==> src/rtl/ex_mem_pkg.sv <==
// Shared constants and types for the EX->MEM pipeline register.
// Holds the pipeline-wide defines plus the decoded pipeline-control action.
package ex_mem_pkg;

    // Pipeline-wide control encodings
    localparam logic RstEnable    = 1'b1;
    localparam logic Stop         = 1'b1;
    localparam logic NoStop       = 1'b0;
    localparam logic WriteEnable  = 1'b1;
    localparam logic WriteDisable = 1'b0;

    // Datapath widths
    localparam int RegBus       = 32;
    localparam int RegAddrBus   = 5;
    localparam int DoubleRegBus = 64;
    localparam int StallBus     = 6;

    // Zero values used for reset, flush and bubbles
    localparam logic [RegBus-1:0]       ZeroWord   = '0;
    localparam logic [RegAddrBus-1:0]   NOPRegAddr = '0;
    localparam logic [DoubleRegBus-1:0] ZeroDouble = '0;

    // Positions of the stages this register cares about in the stall vector
    localparam int STALL_EX  = 3;
    localparam int STALL_MEM = 4;

    // What the register does on the next edge, once reset is excluded
    typedef enum logic [1:0] {
        ACT_PASS   = 2'd0,
        ACT_HOLD   = 2'd1,
        ACT_BUBBLE = 2'd2,
        ACT_FLUSH  = 2'd3
    } pipe_action_e;

    // Everything the memory stage consumes from this register
    typedef struct packed {
        logic [RegAddrBus-1:0] wd;
        logic                  wreg;
        logic [RegBus-1:0]     wdata;
        logic                  whilo;
        logic [RegBus-1:0]     hi;
        logic [RegBus-1:0]     lo;
    } mem_bundle_t;

    // A bundle that writes nothing anywhere downstream
    function automatic mem_bundle_t nopBundle();
        mem_bundle_t b;
        b.wd    = NOPRegAddr;
        b.wreg  = WriteDisable;
        b.wdata = ZeroWord;
        b.whilo = WriteDisable;
        b.hi    = ZeroWord;
        b.lo    = ZeroWord;
        return b;
    endfunction

    // Flush beats everything; EX stopped alone makes a bubble; EX running
    // always passes (EX running with MEM stopped is not produced by the
    // stall controller and is simply treated as a pass); both stopped holds.
    function automatic pipe_action_e decodeAction(input logic flush,
                                                  input logic [StallBus-1:0] stall);
        pipe_action_e act;
        if (flush) begin
            act = ACT_FLUSH;
        end else if (stall[STALL_EX] == NoStop) begin
            act = ACT_PASS;
        end else if (stall[STALL_MEM] == NoStop) begin
            act = ACT_BUBBLE;
        end else begin
            act = ACT_HOLD;
        end
        return act;
    endfunction

endpackage

==> src/rtl/ex_mem.sv <==
// EX->MEM pipeline register: passes, holds, bubbles or flushes the execute
// result, and loops the madd/msub partial product and cycle index back to EX.
module ex_mem
    import ex_mem_pkg::*;
(
    input  logic        clk,
    input  logic        rst,
    input  logic        flush,
    input  logic [5:0]  stall,
    input  logic [4:0]  ex_wd,
    input  logic        ex_wreg,
    input  logic [31:0] ex_wdata,
    input  logic        ex_whilo,
    input  logic [31:0] ex_hi,
    input  logic [31:0] ex_lo,
    input  logic [63:0] hilo_i,
    input  logic [1:0]  cnt_i,
    output logic [4:0]  mem_wd,
    output logic        mem_wreg,
    output logic [31:0] mem_wdata,
    output logic        mem_whilo,
    output logic [31:0] mem_hi,
    output logic [31:0] mem_lo,
    output logic [63:0] hilo_o,
    output logic [1:0]  cnt_o
);

    pipe_action_e action;
    mem_bundle_t  exBundle;
    mem_bundle_t  memBundle_q, memBundle_d;
    logic [63:0]  hilo_q, hilo_d;
    logic [1:0]   cnt_q, cnt_d;

    assign action = decodeAction(flush, stall);

    assign exBundle.wd    = ex_wd;
    assign exBundle.wreg  = ex_wreg;
    assign exBundle.wdata = ex_wdata;
    assign exBundle.whilo = ex_whilo;
    assign exBundle.hi    = ex_hi;
    assign exBundle.lo    = ex_lo;

    // Next-state selection; accumulate state survives only while EX is stopped
    always_comb begin
        memBundle_d = memBundle_q;
        hilo_d      = hilo_q;
        cnt_d       = cnt_q;
        case (action)
            ACT_FLUSH: begin
                memBundle_d = nopBundle();
                hilo_d      = ZeroDouble;
                cnt_d       = 2'b00;
            end
            ACT_BUBBLE: begin
                memBundle_d = nopBundle();
                hilo_d      = hilo_i;
                cnt_d       = cnt_i;
            end
            ACT_PASS: begin
                memBundle_d = exBundle;
                hilo_d      = ZeroDouble;
                cnt_d       = 2'b00;
            end
            ACT_HOLD: begin
                memBundle_d = memBundle_q;
                hilo_d      = hilo_i;
                cnt_d       = cnt_i;
            end
            default: begin
                memBundle_d = nopBundle();
                hilo_d      = ZeroDouble;
                cnt_d       = 2'b00;
            end
        endcase
    end

    // State register with synchronous reset to the no-op values
    always_ff @(posedge clk) begin
        if (rst == RstEnable) begin
            memBundle_q <= nopBundle();
            hilo_q      <= ZeroDouble;
            cnt_q       <= 2'b00;
        end else begin
            memBundle_q <= memBundle_d;
            hilo_q      <= hilo_d;
            cnt_q       <= cnt_d;
        end
    end

    assign mem_wd    = memBundle_q.wd;
    assign mem_wreg  = memBundle_q.wreg;
    assign mem_wdata = memBundle_q.wdata;
    assign mem_whilo = memBundle_q.whilo;
    assign mem_hi    = memBundle_q.hi;
    assign mem_lo    = memBundle_q.lo;
    assign hilo_o    = hilo_q;
    assign cnt_o     = cnt_q;

endmodule

==> config.mk <==
export PLATFORM = sky130hd
export DESIGN_NAME = ex_mem
export DESIGN_NICKNAME = d
export VERILOG_FILES = /design/src/rtl/ex_mem_pkg.sv /design/src/rtl/ex_mem.sv
export SDC_FILE = /design/constraint.sdc
export NUM_CORES = 1
export LEC_CHECK = 0
export BUFFER_PORTS_ARGS = -buffer_cell sky130_fd_sc_hd__buf_2
export CAP_MARGIN = 0
export CORE_AREA = 3 3 135 137
export CTS_CLUSTER_DIAMETER = 120
export DETAILED_ROUTE_END_ITERATION = 10
export DIE_AREA = 0 0 138 140
export GPL_TIMING_DRIVEN = 0
export PLACE_DENSITY = 0.65
export SLEW_MARGIN = 20
export SYNTH_ARGS = -nofsm -noshare
export SYNTH_HDL_FRONTEND = slang
export SYNTH_SLANG_ARGS = --single-unit
==> constraint.sdc <==
create_clock -name clk -period 1.8 [get_ports clk]
set_clock_uncertainty 0.05 [all_clocks]
set_input_delay 0.18 -clock clk [delete_from_list [all_inputs] [get_ports clk]]
set_output_delay 0.18 -clock clk [all_outputs]
set_load 0.1 [all_outputs]
==> impl_metrics.toml <==
[yosys]
synthAdderAreaFrac_pct = 0.430
synth_fp_nets = 784
yosysSeqAreaShare_pct = 58.1
yosys_warnings = 0
synth_top_area_share_pct = 58.1
synth_compound_area_share_pct = 9.03
synth-simple-area-share_pct = 27.3
synth_seq_cells = 169
synthCells = 604
synth_mux_area_share_pct = 0
syn-cell-area_um2 = 5820
synth.distinct_cells = 14
synth_xor_area_share_pct = 0
synth_area_per_cell_um2 = 9.64
synth_top_family_by_area = "simple AND/OR/NAND/NOR gates"
yosysTopAreaCell = "dfxtp_1"
synth_area_leaders = "dfxtp_1 (58%), nand3b_1 (13%), a21oi_1 (9.0%), and2_1 (7.1%), nand2_1 (6.6%)"

[floorplan]
die_area_um2 = 19300
initial_core_util_pct = 33.9
core_um2 = 17200
rows = 48
die_y_um = 140
ios = 347
die_w_um = 138

[setup_path]
path_class = "reg2out"
slowest_stage = "buf_2"
rr_endpoint = "mem_wdata[31]"
cp-end-kind = "primary output"
r2r_start = "mem_wdata[31]"
cp_slowest_stage_delay_ps = 460
cp_num_buf_inv = 1
critPathLaunchType = "flip-flop"
rrSetupSlack_ps = 1130
cp_max_fo = 2
critical-path-top-delay-family = "buffers and inverters"
cp.required_ps = 1570
r2r_cells = 2
crit_chain = "buf_2"
arrival_ps = 1250

[global_route]
top_usage_layer = "met2"
antenna_found_initial = 0
met2_usage_pct = 37.7
grt_pass1_vias = 6386
use_met1_pct = 24.4
grt_max_degree = 18
grt_use_met3_pct = 6.66
grt_pass1_wl_um = 33800
gr-total-overflow = 0
track_usage_pct = 21.6

[placement]
io_buffers = 341
hpwl_um = 14700
pre_cts_ws_ps = 113
gp_congestion = 0.852
dpl_cell_area_um2 = 7810
dpl.cell_count = 1170

[sta]
max_slew_margin_pct = 62.2
setup_slack_ps = 321
fin_setup_tns_ps = 0
period_minus_slack_ps = 1480
hold_viol_final = 0
rsz0062_at_grt = "no"
drv_slew = 0
fin_crit_sh_pct = 82.2
finalSetupViolCount = 0
max_slew.worst_pin.slew_ps = 570
hold_slack_ps = 28.7
fmax_ghz = 0.676

[layout]
final_cell_count_no_fill = 1370
stdcell_area_um2 = 10100
syn2layout_area_growth_pct = 73.0
nNetsFinal = 1311
register_area_um2 = 3380
drive_gt1_share_pct = 36.1
fillers = 1443
multi_input_area_um2 = 2140

[clock_network]
clk_path_buf_depth = 2
cts_root_buf = "clkbuf_16"
htree_levels = 4
clock_latency_ps = 410
clock-sinks = 169
path_clk_slew_ps = 70
postCtsResizedCells = 0
tritoncts = "yes"
numCtsBuffers = 17

[drt]
first_iter_violations = 213
drc = 0
drtAntennaViolNets = 0
avgViaCountPerCell = 4.52
wl_per_cell_um = 15.7
num_vias = 6187
wl_um = 21500
firstDrtPassIters = 5

[outcome]
status = "complete, no violations"

[job]
maxCapViolCount = 0

[hold_path]
min_path_cells = 3
min-delay-start = "ex_hi[26]"
min_path_type = "in2reg"
min_to = "mem_hi[26]"

[pwr]
pwr-share-comb_pct = 21.5
swShare_pct = 32.6
power_switching_uw = 3150
seqPwrFrac_pct = 40.6
power_leakage_uw = 0.00464
p_clk_share_pct = 38.0
p_int_uw = 6510
peakVddDrop_mv = 0.632
pwr_density_cell_nw_per_um2 = 959
-- state kept, by name, indices dropped and copies added, names as in the netlist --
name	flops
hilo_o	64
mem_whilo	1
mem_wd	5
mem_lo	32
mem_hi	32
cnt_o	2
mem_wreg	1
mem_wdata	32
-- logic make-up after synthesis --
| group | count (synthesis) |
|---|---|
| compound gates | 105 |
| fa+ha+maj | 2 |
| buf+inv | 55 |
| flops | 169 |
| simple gates | 273 |
-- power groups by stage --
stage          Clock, µW  Combinational [µW]  Sequential [µW]
2_1_floorplan          0                 340             4980
3_3_place_gp           0                1780             4000
3_5_place_dp           0                1780             4000
4_1_cts             3750                2060             3920
5_1_grt             3910                2170             3930
6_report            3670                2070             3920
-- repair_timing --
item / in CTS / in global routing
hold buffers: 167 / 0
setup buffers: 0 / 0
hold endpoints to repair: 167 / 0
endpoints found under the setup margin: 0 / 0
-- worst max-delay path by stage --
stage                     cells past startpoint  startpoint  slack (ps)             to
after CTS                                     1  mem_lo[21]         270     mem_lo[21]
after floorplan                               8    stall[4]         460     mem_hi[10]
after global placement                        8    stall[4]         120  mem_wdata[24]
after detailed placement                      8    stall[4]         110  mem_wdata[24]
final                                         1  mem_lo[21]         320     mem_lo[21]
after global routing                          1  mem_lo[21]         270     mem_lo[21]
-- Yosys cell counts --
master    count
dfxtp_1     169
a21oi_1     105
nand2_1     103
nand3b_1    103
and2_1       66
buf_2        26
clkbuf_1     12
buf_6         6
clkbuf_2      4
buf_4         3
buf_1         2
ha_1          2
inv_1         2
nor2b_4       1
-- layout make-up --
type / instances / share of cell area (%)
repair buffers: 508 / 33.5
diodes: 1 / 0.0248
multi-input cells: 380 / 21.2
clock inverters: 14 / 1.49
clock buffers: 18 / 4.36
inverters: 2 / 0.0745
flip-flops and latches: 169 / 33.6
well taps: 225 / 2.80
plain buffers: 53 / 2.91
-- routing by layer --
metal  vias up  routed length [µm]
met1      2813                8710
met4         0                 795
met5         -                   0
met3        45                1570
li1       3049                   -
met2       280               10500
-- metrics by stage --
| stage | total power, µW | util [%] |
|---|---|---|
| 6_report | 9660 | 58.6 |
| 3_3_place_gp | 5770 | 45.5 |
| 2_1_floorplan | 5320 | - |
| 4_1_cts | 9730 | 58.6 |
| 3_5_place_dp | 5780 | 45.5 |
| 5_1_grt | 10000 | 58.6 |
-- layout by cell type (no fill, tap or decap) --
| master | n |
|---|---|
| buf_2 | 367 |
| dfxtp_1 | 169 |
| dlygate4sd3_1 | 167 |
| a21oi_1 | 105 |
| nand2_1 | 103 |
| nand3b_1 | 103 |
| and2_1 | 66 |
| clkbuf_16 | 17 |
| clkbuf_1 | 12 |
| buf_6 | 6 |
| inv_6 | 6 |
| clkbuf_2 | 4 |
| buf_4 | 3 |
| inv_1 | 2 |
| buf_1 | 2 |
| ha_1 | 2 |
| inv_8 | 2 |
| clkinvlp_4 | 2 |
| diode_2 | 1 |
| nor2b_4 | 1 |
| clkbuf_8 | 1 |
| clkinv_4 | 1 |
| bufinv_16 | 1 |
| clkinv_2 | 1 |
| clkinv_8 | 1 |
(Power assumes the default switching activity.)
